File: src/rtl/mshr_file_if.sv
// Miss-status holding register file bundle: load-miss alloc, flush, CHI read request/response, cache refill.
// Pure wiring, no latency of its own.
// Each valid/ready pair follows the usual handshake; chi_resp carries no ready and is always accepted.
interface mshr_file_if #(
  parameter int MSHR_NUM = 4,
  parameter int PADDR_W  = 48,
  parameter int ROBID_W  = 7,
  parameter int LINE_W   = 512
);
  localparam int IDX_W = $clog2(MSHR_NUM);

  logic               alloc_valid;
  logic               alloc_ready;
  logic [PADDR_W-1:0] alloc_paddr;
  logic [ROBID_W-1:0] alloc_robid;
  logic               alloc_merged;
  logic [IDX_W-1:0]   alloc_mshrid;
  logic               flush_valid;
  logic [ROBID_W-1:0] flush_robid;
  logic               chi_req_valid;
  logic               chi_req_ready;
  logic [PADDR_W-1:0] chi_req_paddr;
  logic [IDX_W-1:0]   chi_req_txnid;
  logic               chi_resp_valid;
  logic [IDX_W-1:0]   chi_resp_txnid;
  logic [LINE_W-1:0]  chi_resp_data;
  logic               refill_valid;
  logic               refill_ready;
  logic [PADDR_W-1:0] refill_paddr;
  logic [ROBID_W-1:0] refill_robid;
  logic [IDX_W-1:0]   refill_mshrid;
  logic [LINE_W-1:0]  refill_data;
  logic               busy;

  modport slave (
    input  alloc_valid, alloc_paddr, alloc_robid, flush_valid, flush_robid,
           chi_req_ready, chi_resp_valid, chi_resp_txnid, chi_resp_data, refill_ready,
    output alloc_ready, alloc_merged, alloc_mshrid, chi_req_valid, chi_req_paddr,
           chi_req_txnid, refill_valid, refill_paddr, refill_robid, refill_mshrid,
           refill_data, busy
  );

  modport master (
    output alloc_valid, alloc_paddr, alloc_robid, flush_valid, flush_robid,
           chi_req_ready, chi_resp_valid, chi_resp_txnid, chi_resp_data, refill_ready,
    input  alloc_ready, alloc_merged, alloc_mshrid, chi_req_valid, chi_req_paddr,
           chi_req_txnid, refill_valid, refill_paddr, refill_robid, refill_mshrid,
           refill_data, busy
  );
endinterface

File: src/rtl/mshr_file.sv
// Load-miss MSHR file: merges misses per line, issues round-robin line reads, returns refills lowest-index first.
// Latency: alloc -> chi_req next cycle; chi_resp -> refill_valid next cycle (3 cycles minimum alloc to refill).
// Backpressure: alloc_ready drops when full with no line match; chi_req payload held while stalled; refill waits on refill_ready.
module mshr_file #(
  parameter int MSHR_NUM = 4,
  parameter int PADDR_W  = 48,
  parameter int ROBID_W  = 7,
  parameter int LINE_W   = 512
) (
  input logic         clock,
  input logic         reset,
  mshr_file_if.slave  io
);
  localparam int IDX_W = $clog2(MSHR_NUM);
  localparam int OFF   = $clog2(LINE_W / 8);
  localparam logic [PADDR_W-1:0] OFF_MASK = PADDR_W'((64'd1 << OFF) - 64'd1);

  typedef enum logic [1:0] {IDLE, S_REQ, W_RESP, S_REFILL} st_e;

  // a is older than b; the MSB is a wrap flag, so differing flags invert the index order
  function automatic logic older(input logic [ROBID_W-1:0] a, input logic [ROBID_W-1:0] b);
    if (a[ROBID_W-1] == b[ROBID_W-1]) return a[ROBID_W-2:0] < b[ROBID_W-2:0];
    else                              return a[ROBID_W-2:0] > b[ROBID_W-2:0];
  endfunction

  st_e                state_q [MSHR_NUM];
  st_e                state_d [MSHR_NUM];
  logic               killed_q [MSHR_NUM];
  logic               killed_d [MSHR_NUM];
  logic [PADDR_W-1:0] paddr_q [MSHR_NUM];
  logic [PADDR_W-1:0] paddr_d [MSHR_NUM];
  logic [ROBID_W-1:0] robid_q [MSHR_NUM];
  logic [ROBID_W-1:0] robid_d [MSHR_NUM];
  logic [LINE_W-1:0]  data_q [MSHR_NUM];
  logic [LINE_W-1:0]  data_d [MSHR_NUM];
  logic [ROBID_W-1:0] merged_robid [MSHR_NUM];
  logic               kill [MSHR_NUM];

  logic [IDX_W-1:0] rr_q, rr_d, lock_idx_q, lock_idx_d, probe;
  logic             lock_q, lock_d;
  logic             match_hit, free_hit, req_hit, ref_hit, busy_w, alloc_ready_w;
  logic [IDX_W-1:0] match_idx, free_idx, req_idx, ref_idx;
  logic             alloc_fire, req_fire, refill_fire, flush_new;

  // Entry selection: line match, first free, flush kill mask, round-robin request winner, refill winner
  always_comb begin
    match_hit = 1'b0; match_idx = '0;
    free_hit  = 1'b0; free_idx  = '0;
    req_hit   = 1'b0; req_idx   = '0;
    ref_hit   = 1'b0; ref_idx   = '0;
    busy_w    = 1'b0; probe     = '0;
    for (int i = 0; i < MSHR_NUM; i++) begin
      if (!free_hit && state_q[i] == IDLE) begin
        free_hit = 1'b1; free_idx = IDX_W'(i);
      end
      if (!match_hit && state_q[i] != IDLE && !killed_q[i] &&
          paddr_q[i][PADDR_W-1:OFF] == io.alloc_paddr[PADDR_W-1:OFF]) begin
        match_hit = 1'b1; match_idx = IDX_W'(i);
      end
      if (state_q[i] != IDLE) busy_w = 1'b1;
    end
    // Flush judges the robid as it stands after this cycle's merge
    for (int i = 0; i < MSHR_NUM; i++) begin
      merged_robid[i] = (io.alloc_valid && match_hit && match_idx == IDX_W'(i) &&
                         older(io.alloc_robid, robid_q[i])) ? io.alloc_robid : robid_q[i];
      kill[i] = io.flush_valid && older(io.flush_robid, merged_robid[i]);
      if (!ref_hit && state_q[i] == S_REFILL && !kill[i]) begin
        ref_hit = 1'b1; ref_idx = IDX_W'(i);
      end
    end
    for (int k = 0; k < MSHR_NUM; k++) begin
      probe = rr_q + IDX_W'(k);
      if (!req_hit && state_q[probe] == S_REQ && !kill[probe]) begin
        req_hit = 1'b1; req_idx = probe;
      end
    end
    // A stalled request keeps its winner so the payload cannot change under the consumer
    if (lock_q && state_q[lock_idx_q] == S_REQ && !kill[lock_idx_q]) begin
      req_hit = 1'b1; req_idx = lock_idx_q;
    end
  end

  assign alloc_ready_w = match_hit | free_hit;
  assign alloc_fire    = io.alloc_valid & alloc_ready_w;
  assign req_fire      = req_hit & io.chi_req_ready;
  assign refill_fire   = ref_hit & io.refill_ready;
  assign flush_new     = io.flush_valid & older(io.flush_robid, io.alloc_robid);

  assign io.alloc_ready   = alloc_ready_w;
  assign io.alloc_merged  = io.alloc_valid & match_hit;
  assign io.alloc_mshrid  = match_hit ? match_idx : free_idx;
  assign io.chi_req_valid = req_hit;
  assign io.chi_req_paddr = paddr_q[req_idx];
  assign io.chi_req_txnid = req_idx;
  assign io.refill_valid  = ref_hit;
  assign io.refill_paddr  = paddr_q[ref_idx];
  assign io.refill_robid  = merged_robid[ref_idx];
  assign io.refill_mshrid = ref_idx;
  assign io.refill_data   = data_q[ref_idx];
  assign io.busy          = busy_w;

  // Per-entry next state; flush overrides issue/refill handshakes on the same entry
  always_comb begin
    rr_d       = req_fire ? req_idx + IDX_W'(1) : rr_q;
    lock_d     = req_hit & ~io.chi_req_ready;
    lock_idx_d = req_idx;
    for (int i = 0; i < MSHR_NUM; i++) begin
      state_d[i]  = state_q[i];
      killed_d[i] = killed_q[i];
      paddr_d[i]  = paddr_q[i];
      robid_d[i]  = merged_robid[i];
      data_d[i]   = data_q[i];
      case (state_q[i])
        IDLE: begin
          if (alloc_fire && !match_hit && free_idx == IDX_W'(i) && !flush_new) begin
            state_d[i]  = S_REQ;
            killed_d[i] = 1'b0;
            paddr_d[i]  = io.alloc_paddr & ~OFF_MASK;
            robid_d[i]  = io.alloc_robid;
          end
        end
        S_REQ: begin
          if (kill[i])                                 state_d[i] = IDLE;
          else if (req_fire && req_idx == IDX_W'(i))   state_d[i] = W_RESP;
        end
        W_RESP: begin
          if (io.chi_resp_valid && io.chi_resp_txnid == IDX_W'(i)) begin
            data_d[i]   = io.chi_resp_data;
            state_d[i]  = (killed_q[i] || kill[i]) ? IDLE : S_REFILL;
            killed_d[i] = 1'b0;
          end else if (kill[i]) begin
            killed_d[i] = 1'b1;
          end
        end
        S_REFILL: begin
          if (kill[i] || (refill_fire && ref_idx == IDX_W'(i))) state_d[i] = IDLE;
        end
        default: state_d[i] = IDLE;
      endcase
    end
  end

  // State registers with synchronous reset abandoning every entry
  always_ff @(posedge clock) begin
    if (reset) begin
      rr_q       <= '0;
      lock_q     <= 1'b0;
      lock_idx_q <= '0;
      for (int i = 0; i < MSHR_NUM; i++) begin
        state_q[i]  <= IDLE;
        killed_q[i] <= 1'b0;
        paddr_q[i]  <= '0;
        robid_q[i]  <= '0;
        data_q[i]   <= '0;
      end
    end else begin
      rr_q       <= rr_d;
      lock_q     <= lock_d;
      lock_idx_q <= lock_idx_d;
      for (int i = 0; i < MSHR_NUM; i++) begin
        state_q[i]  <= state_d[i];
        killed_q[i] <= killed_d[i];
        paddr_q[i]  <= paddr_d[i];
        robid_q[i]  <= robid_d[i];
        data_q[i]   <= data_d[i];
      end
    end
  end
endmodule
File: src/flat_wrapper.sv
// flat-port wrapper written by rule: the top's interface ports become plain ports
module mshr_file_flat 
#(
  parameter int MSHR_NUM = 4,
  parameter int PADDR_W  = 48,
  parameter int ROBID_W  = 7,
  parameter int LINE_W   = 512
)
  (clock, reset, io_alloc_valid, io_alloc_paddr, io_alloc_robid, io_flush_valid, io_flush_robid, io_chi_req_ready, io_chi_resp_valid, io_chi_resp_txnid, io_chi_resp_data, io_refill_ready, io_alloc_ready, io_alloc_merged, io_alloc_mshrid, io_chi_req_valid, io_chi_req_paddr, io_chi_req_txnid, io_refill_valid, io_refill_paddr, io_refill_robid, io_refill_mshrid, io_refill_data, io_busy);
  mshr_file_if #(.MSHR_NUM(MSHR_NUM), .PADDR_W(PADDR_W), .ROBID_W(ROBID_W), .LINE_W(LINE_W)) io_i ();
  input logic clock;
  input logic reset;
  input wire logic [$bits(io_i.alloc_valid)-1:0] io_alloc_valid;
  input wire logic [$bits(io_i.alloc_paddr)-1:0] io_alloc_paddr;
  input wire logic [$bits(io_i.alloc_robid)-1:0] io_alloc_robid;
  input wire logic [$bits(io_i.flush_valid)-1:0] io_flush_valid;
  input wire logic [$bits(io_i.flush_robid)-1:0] io_flush_robid;
  input wire logic [$bits(io_i.chi_req_ready)-1:0] io_chi_req_ready;
  input wire logic [$bits(io_i.chi_resp_valid)-1:0] io_chi_resp_valid;
  input wire logic [$bits(io_i.chi_resp_txnid)-1:0] io_chi_resp_txnid;
  input wire logic [$bits(io_i.chi_resp_data)-1:0] io_chi_resp_data;
  input wire logic [$bits(io_i.refill_ready)-1:0] io_refill_ready;
  output wire logic [$bits(io_i.alloc_ready)-1:0] io_alloc_ready;
  output wire logic [$bits(io_i.alloc_merged)-1:0] io_alloc_merged;
  output wire logic [$bits(io_i.alloc_mshrid)-1:0] io_alloc_mshrid;
  output wire logic [$bits(io_i.chi_req_valid)-1:0] io_chi_req_valid;
  output wire logic [$bits(io_i.chi_req_paddr)-1:0] io_chi_req_paddr;
  output wire logic [$bits(io_i.chi_req_txnid)-1:0] io_chi_req_txnid;
  output wire logic [$bits(io_i.refill_valid)-1:0] io_refill_valid;
  output wire logic [$bits(io_i.refill_paddr)-1:0] io_refill_paddr;
  output wire logic [$bits(io_i.refill_robid)-1:0] io_refill_robid;
  output wire logic [$bits(io_i.refill_mshrid)-1:0] io_refill_mshrid;
  output wire logic [$bits(io_i.refill_data)-1:0] io_refill_data;
  output wire logic [$bits(io_i.busy)-1:0] io_busy;
  assign io_i.alloc_valid = io_alloc_valid;
  assign io_i.alloc_paddr = io_alloc_paddr;
  assign io_i.alloc_robid = io_alloc_robid;
  assign io_i.flush_valid = io_flush_valid;
  assign io_i.flush_robid = io_flush_robid;
  assign io_i.chi_req_ready = io_chi_req_ready;
  assign io_i.chi_resp_valid = io_chi_resp_valid;
  assign io_i.chi_resp_txnid = io_chi_resp_txnid;
  assign io_i.chi_resp_data = io_chi_resp_data;
  assign io_i.refill_ready = io_refill_ready;
  assign io_alloc_ready = io_i.alloc_ready;
  assign io_alloc_merged = io_i.alloc_merged;
  assign io_alloc_mshrid = io_i.alloc_mshrid;
  assign io_chi_req_valid = io_i.chi_req_valid;
  assign io_chi_req_paddr = io_i.chi_req_paddr;
  assign io_chi_req_txnid = io_i.chi_req_txnid;
  assign io_refill_valid = io_i.refill_valid;
  assign io_refill_paddr = io_i.refill_paddr;
  assign io_refill_robid = io_i.refill_robid;
  assign io_refill_mshrid = io_i.refill_mshrid;
  assign io_refill_data = io_i.refill_data;
  assign io_busy = io_i.busy;
  mshr_file #(.MSHR_NUM(MSHR_NUM), .PADDR_W(PADDR_W), .ROBID_W(ROBID_W), .LINE_W(LINE_W)) u_core (.clock(clock), .reset(reset), .io(io_i));
endmodule
File: config.mk
export PLATFORM = sky130hd
export DESIGN_NAME = mshr_file_flat
export DESIGN_NICKNAME = d
export VERILOG_FILES = /design/src/rtl/mshr_file_if.sv /design/src/rtl/mshr_file.sv /design/src/flat_wrapper.sv
export SDC_FILE = /design/constraint.sdc
export NUM_CORES = 2
export LEC_CHECK = 0
export ABC_AREA = 1
export BUFFER_PORTS_ARGS = -buffer_cell sky130_fd_sc_hd__buf_2
export CORE_ASPECT_RATIO = 1.1
export CORE_MARGIN = 2
export CORE_UTILIZATION = 25
export CTS_BUF_LIST = sky130_fd_sc_hd__clkbuf_8
export CTS_CLUSTER_DIAMETER = 150
export CTS_CLUSTER_SIZE = 20
export DETAILED_ROUTE_END_ITERATION = 10
export GPL_TIMING_DRIVEN = 1
export PLACE_DENSITY = 0.37
export SLEW_MARGIN = 20
export SYNTH_ARGS = -nofsm -noshare
export SYNTH_HDL_FRONTEND = slang
export SYNTH_SLANG_ARGS = --single-unit
File: constraint.sdc
create_clock -name clock -period 45.8 [get_ports clock]
set_clock_uncertainty 0.05 [all_clocks]
set_input_delay 4.58 -clock clock [delete_from_list [all_inputs] [get_ports clock]]
set_output_delay 4.58 -clock clock [all_outputs]
set_load 0.01 [all_outputs]
== Word-level counts from Yosys, hierarchy flattened ==
Memories as Yosys holds them, arrays and structs flattened. A register that Yosys moved wholly into a read port is not among the register bits.
Cells that the tools add are included.
Widths: inputs -> output; s select.

* $add $sub $neg: 4
* $mul: 0
* Divide/modulo/power cells: 0
* Order comparisons: 24
* Equal/unequal tests: 53
* Shift operators: 0
* Multiplexer cells: 161
* Bitwise operators: 34
* Reductions and logical operators: 116

{| class="wikitable"
|+ Operators by type and width
! kind !! number
|-
| $mux 512 || 12
|-
| $mux 48 || 12
|-
| $eq 42x42->1 || 4
|-
| $mux 7 || 18
|-
| $mux 2 || 43
|-
| $logic_and 1x1->1 || 64
|-
| $mux 1 || 62
|-
| $gt 6x6->1 || 9
|-
| $lt 6x6->1 || 9
|-
| $eq 2x2->1 const B || 18
|-
| $pmux 2 s4 || 4
|-
| $eq 2x1->1 const B || 14
|-
| $logic_not 1->1 || 27
|-
| $or 1x1->1 || 21
|-
| $ge 3x3->1 const B || 6
|-
| $logic_not 2->1 || 9
|-
| $not 2->3 || 6
|-
| $bmux 7 s2 || 1
|-
| $reduce_and 3->1 || 4
|-
| $bmux 1 s2 || 5
|-
| $eq 1x1->1 || 9
|-
| $logic_or 1x1->1 || 8
|-
| $ne 2x2->1 const B || 4
|-
| $pmux 1 s2 || 4
|-
| 6 further kinds || 19
|}

* Flip-flop bits (word level): 5
* Bits in latches: 0
* Bits in writable memories: 2280
* Bits in read-only memories: 0
* Bits of input ports: 583
* Output and inout bits: 626
* Word-level logic and storage cells: 400
* Memories kept: 5

{| class="wikitable"
|+ Memory list
! memory !! depth !! bits a word !! rd ports !! clocked after memory_dff !! write ports !! RTL line !! RTL
|-
| u_core.data_q || 4 || 512 || 1 || 0 || 4 || mshr_file.sv:34 || <nowiki>logic [LINE_W-1:0] data_q [MSHR_NUM];</nowiki>
|-
| u_core.paddr_q || 4 || 48 || 6 || 0 || 4 || mshr_file.sv:30 || <nowiki>logic [PADDR_W-1:0] paddr_q [MSHR_NUM];</nowiki>
|-
| u_core.robid_q || 4 || 7 || 4 || 0 || 4 || mshr_file.sv:32 || <nowiki>logic [ROBID_W-1:0] robid_q [MSHR_NUM];</nowiki>
|-
| u_core.state_q || 4 || 2 || 9 || 2 || 4 || mshr_file.sv:26 || <nowiki>st_e state_q [MSHR_NUM];</nowiki>
|-
| u_core.killed_q || 4 || 1 || 4 || 0 || 4 || mshr_file.sv:28 || <nowiki>logic killed_q [MSHR_NUM];</nowiki>
|}

== Longest topological paths before layout ==
An unclocked memory read counts as a cell.

* Depth in word-level cells: 52
* Gate-level depth with buffers: 44
* Mapped depth without buffers: 41

== Least setup slack after synthesis ==
Ideal clock, no wire load.

* Path kind: input -> register
* Start point: input port io_chi_resp_valid
* End point: memory u_core.data_q[0][0] (enable)
* Setup time: 2.096 ns
* Data arrival time: 40.551 ns
* Required time: 43.654 ns
* Slack: 3.102 ns
* Stages: 4
* Path buffers: 0
* Cell sequence: inv_1 > nor3_1 > inv_1 > o21ai_0

{| class="wikitable"
|+ RTL lines
! element !! RTL line !! RTL
|-
| from (decl) || flat_wrapper.sv:19 || <nowiki>input wire logic [$bits(io_i.chi_resp_valid)-1:0] io_chi_resp_valid;</nowiki>
|-
| to (decl) || mshr_file.sv:34 ||
|}

== Final worst setup path ==
* Start point: input port io_alloc_paddr[12]
* End point: output port io_refill_data[281]

* Cells in the longest elaborated chain, start to end: 41
* Elaborated cells between the ends (all ways): 82
* Classes of those cells: order compare: 8; eq/ne: 11; mux: 21; reduce/logical: 41; memory: 1

{| class="wikitable"
|+ RTL lines
! element !! RTL line !! RTL
|-
| from (decl) || flat_wrapper.sv:14 || <nowiki>input wire logic [$bits(io_i.alloc_paddr)-1:0] io_alloc_paddr;</nowiki>
|-
| $eq 42x42->1 || mshr_file.sv:57 || <nowiki>paddr_q[i][PADDR_W-1:OFF] == io.alloc_paddr[PADDR_W-1:OFF]) begin</nowiki>
|-
| $logic_and 1x1->1 || mshr_file.sv:56 || <nowiki>if (!match_hit && state_q[i] != IDLE && !killed_q[i] &&</nowiki>
|-
| $mux 1 || mshr_file.sv:56 ||
|-
| $logic_not 1->1 || mshr_file.sv:56 ||
|-
| $logic_and 1x1->1 (3 in series) || mshr_file.sv:56 ||
|-
| $mux 1 || mshr_file.sv:56 ||
|-
| $logic_not 1->1 || mshr_file.sv:56 ||
|-
| $logic_and 1x1->1 (3 in series) || mshr_file.sv:56 ||
|-
| [... 19 more ...] || -- ||
|-
| $mux 1 || mshr_file.sv:67 || <nowiki>if (!ref_hit && state_q[i] == S_REFILL && !kill[i]) begin</nowiki>
|-
| $logic_not 1->1 || mshr_file.sv:67 ||
|-
| $logic_and 1x1->1 (2 in series) || mshr_file.sv:67 ||
|-
| $mux 1 || mshr_file.sv:67 ||
|-
| $logic_not 1->1 || mshr_file.sv:67 ||
|-
| $logic_and 1x1->1 (2 in series) || mshr_file.sv:67 ||
|-
| $mux 2 (*) || mshr_file.sv:67 ||
|-
| $mem_v2 4x512 (*) || -- ||
|-
| to (decl) || flat_wrapper.sv:33 || <nowiki>output wire logic [$bits(io_i.refill_data)-1:0] io_refill_data;</nowiki>
|}

Every way passes the cells marked *; elsewhere a longest branch is shown, timed or not.

==> key figures <==
Cells and area
  • Commonest cells after routing, fill and taps aside: nor2_1, edfxtp_1, nand3_1
  • Fin cells: 16,100
  • Nets: 11,400
  • Layout cells sized above 1: 0.146
  • Number of fillers in the final layout: 42,500
  • Area of the multi-input gates: 29,000 um2
  • P&R area growth vs syn: 12.9%
  • Commonest non-fill, non-tap cell in the layout: nor2_1
  • Reg area: 65,800 um2

Routing
  • Vias per cell: 4.84
  • Routed vias: 78,000
  • Remaining DRCs: 0
  • Iter 0 DRT Violations: 6,639
  • Final WL: 429,000 um
  • Antenna-violating nets left: 0
  • Wirelength per Cell: 26.7 um
  • 1st-pass router iterations: 6

Clock network
  • Setup repair bufs after CTS: 0
  • H-tree depth: 4
  • Skew-Pair Late Insertion Delay: 1030 ps
  • Reg clk slew, reported paths: 140 ps
  • Cts hold-fix bufs: 0
  • CTS tree: yes
  • Post_cts resized: 0
  • Clock tree buffer depth: 4
  • Clock root cell: clkbuf_8
  • Clock buffer count from CTS: 136
  • Clock sink total: 2,263

Synth
  • Synth cell types: 52
  • Adder-Cell Fraction of Synth Area: 0.00767
  • Post-Synth XOR/XNOR Area: 0.00439
  • Simple-gate portion of the synthesized area: 0.200
  • Largest family of logic cells by synthesized area: simple AND/OR/NAND/NOR gates
  • Post-synth EDFFs: 2,048
  • Synth top area cells: edfxtp_1, nor2_1, nand3_1, nand2_1, dfxtp_1
  • Syn Area/Cell: 10.2 um2
  • Synthesized area: 101,000 um2
  • Compound-Gate Fraction of Synth Area: 0.0726
  • Multiplexer share of the synthesized area: 0.000223
  • Synth top area share: 0.608
  • Syn Inst Count: 9,950
  • Area leader, netlist: edfxtp_1
  • YS warnings: 0
  • Sequential fraction of the synthesis area: 0.651
  • Primary FF master, synth: edfxtp_1
  • Seq cells post-synth: 2,263
  • Async SR Flop Fraction: 0

STA
  • Final slew viol count: 0
  • Worst-Margin Slew: 1200 ps
  • Max_slew headroom: 0.197
  • Final Critical Period: 18,080 ps
  • Final period util: 0.395
  • Setup TNS Final: 0 ps
  • Final hold vios: 0
  • Fmax: 55.3 MHz
  • Setup Viol. Count Final: 0
  • RSZ-0062 raised after global routing: false

Floorplan
  • Core footprint: 402,000 um2
  • Starting Density: 0.252
  • DIE HEIGHT: 671 um
  • Top Ports: 1,209
  • Die X: 610 um
  • Placement Rows: 244
  • DIE AREA: 410,000 um2

Global routing
  • Vias in the first global route: 75,000
  • Tot GR Track Use: 0.201
  • Initial antenna violation count: 243
  • GRT overflow: 0
  • First-pass GRT wire length: 594,000 um
  • Pin count of the biggest net entering global routing: 137

Critical path
  • CP Class: in2out
  • Worst path max stage delay: 870 ps
  • Critical path required time: 41,170 ps
  • Critical path peak fanout: 120
  • Crit path max-delay cell type: buf_4
  • CP Launch Type: input port
  • Crit. End Element: output port
  • Most frequent CP cell: nand2_1
  • Worst EP arrival: 13,450 ps

Hold path
  • HP Class: reg2reg

Placement
  • Post-DP HPWL: 268,000 um
  • # port buffers: 1,190
  • Placed cell count: 15,900
  • Final RePlAce weighted congestion: 0.897

Power and ir drop
  • VDD IR-drop max: 0.0000271 V
  • Pwr dens: 34.9 nW/um2
  • Total power: 3.98 mW
  • Leak Pwr: 46.8 nW

Status
  • Outcome: complete, no violations

Run
  • Max-cap violations: 0
==> state kept, by name, summed over array words and instances (netlist names), named ones only <==
name               cells
u_core.lock_idx_q      2
u_core.data_q       2048
u_core.lock_q          1
u_core.paddr_q       168
u_core.killed_q        4
u_core.rr_q            2
u_core.robid_q        28
u_core.state_q         8
==> synthesized netlist by cell type (45+ instances only) <==
cell type,instances
buf_2,177
nand2_1,1246
o22ai_1,48
buf_4,55
ha_1,62
clkbuf_1,410
a21oi_1,255
edfxtp_1,2048
o31ai_1,45
nand4_1,60
inv_1,827
dfxtp_1,215
o21ai_0,228
nand3_1,1283
a22oi_1,513
nor2_1,2217
inv_2,48
==> per-layer routing <==
metal	vias to the layer above	wire length [um]	part of all wire	global-route usage
met4	86	19100	0.045	0.0848
li1	35400	-	-	-
met5	-	541	0.0013	0
met3	754	25000	0.058	0.0324
met1	39100	169000	0.39	0.244
met2	2595	216000	0.50	0.350
==> metrics by stage <==
step | utilization | setup slack [ps] | hold WS [ps] | cell area, um2
final | 0.284 | 27720 | 466 | 114000
after global routing | 0.284 | 26960 | 487 | 114000
after CTS | 0.284 | 27410 | 463 | 114000
after detailed placement | 0.278 | 27390 | 442 | 112000
after global placement | 0.278 | 27440 | 429 | 112000
after floorplan | - | 3100 | 411 | 101000
==> cells by family (layout without fill, tap and decap cells) <==
group,after synthesis,in the layout
compound gates,1143,1143
xor+xnor,49,49
fa+ha+maj,62,62
buf+inv,1568,2363
flops,2263,2263
mux,2,2
other cells,1,76
simple gates,4862,4862
==> where the power goes <==
| part | total, mW | internal (mW) | leakage (nW) | switching, mW |
|---|---|---|---|---|
| Sequential | 2.36 | 2.33 | 22.9 | 0.0295 |
| Combinational | 0.635 | 0.173 | 22.8 | 0.462 |
| Clock | 0.992 | 0.292 | 1.12 | 0.700 |
| Total | 3.98 | 2.79 | 46.8 | 1.19 |
==> worst paths after layout <==
kind	startpoint	end	slack [ps]	cells past startpoint
hold / removal	u_core.paddr_q[0][34]	u_core.paddr_q[0][34]	470	2
setup / recovery	io_alloc_paddr[12]	io_refill_data[281]	27720	31
setup reg to reg	u_core.state_q[0][0]	u_core.state_q[0][1]	37100	37
hold reg to reg	u_core.paddr_q[0][34]	u_core.paddr_q[0][34]	470	2
==> cell type report <==
type / count / share of cell area
Sequential cell: 2263 / 0.576
Multi-Input combinational cell: 6130 / 0.254
Timing Repair Buffer: 1324 / 0.0630
Tap cell: 5289 / 0.0579
Inverter: 878 / 0.0291
Clock buffer: 141 / 0.0170
Antenna cell: 64 / 0.00140
Clock inverter: 20 / 0.00137
==> critical path: cells and delay by family <==
kind	cells	cell delay, ps
adders and majority gates	1	390
buffers and inverters	7	3110
AOI/OAI and AO/OA	4	1190
xor gates and xnor gates	1	390
and+or+nand+nor	18	3570
No activity file was read; power rests on OpenSTA's default activity.
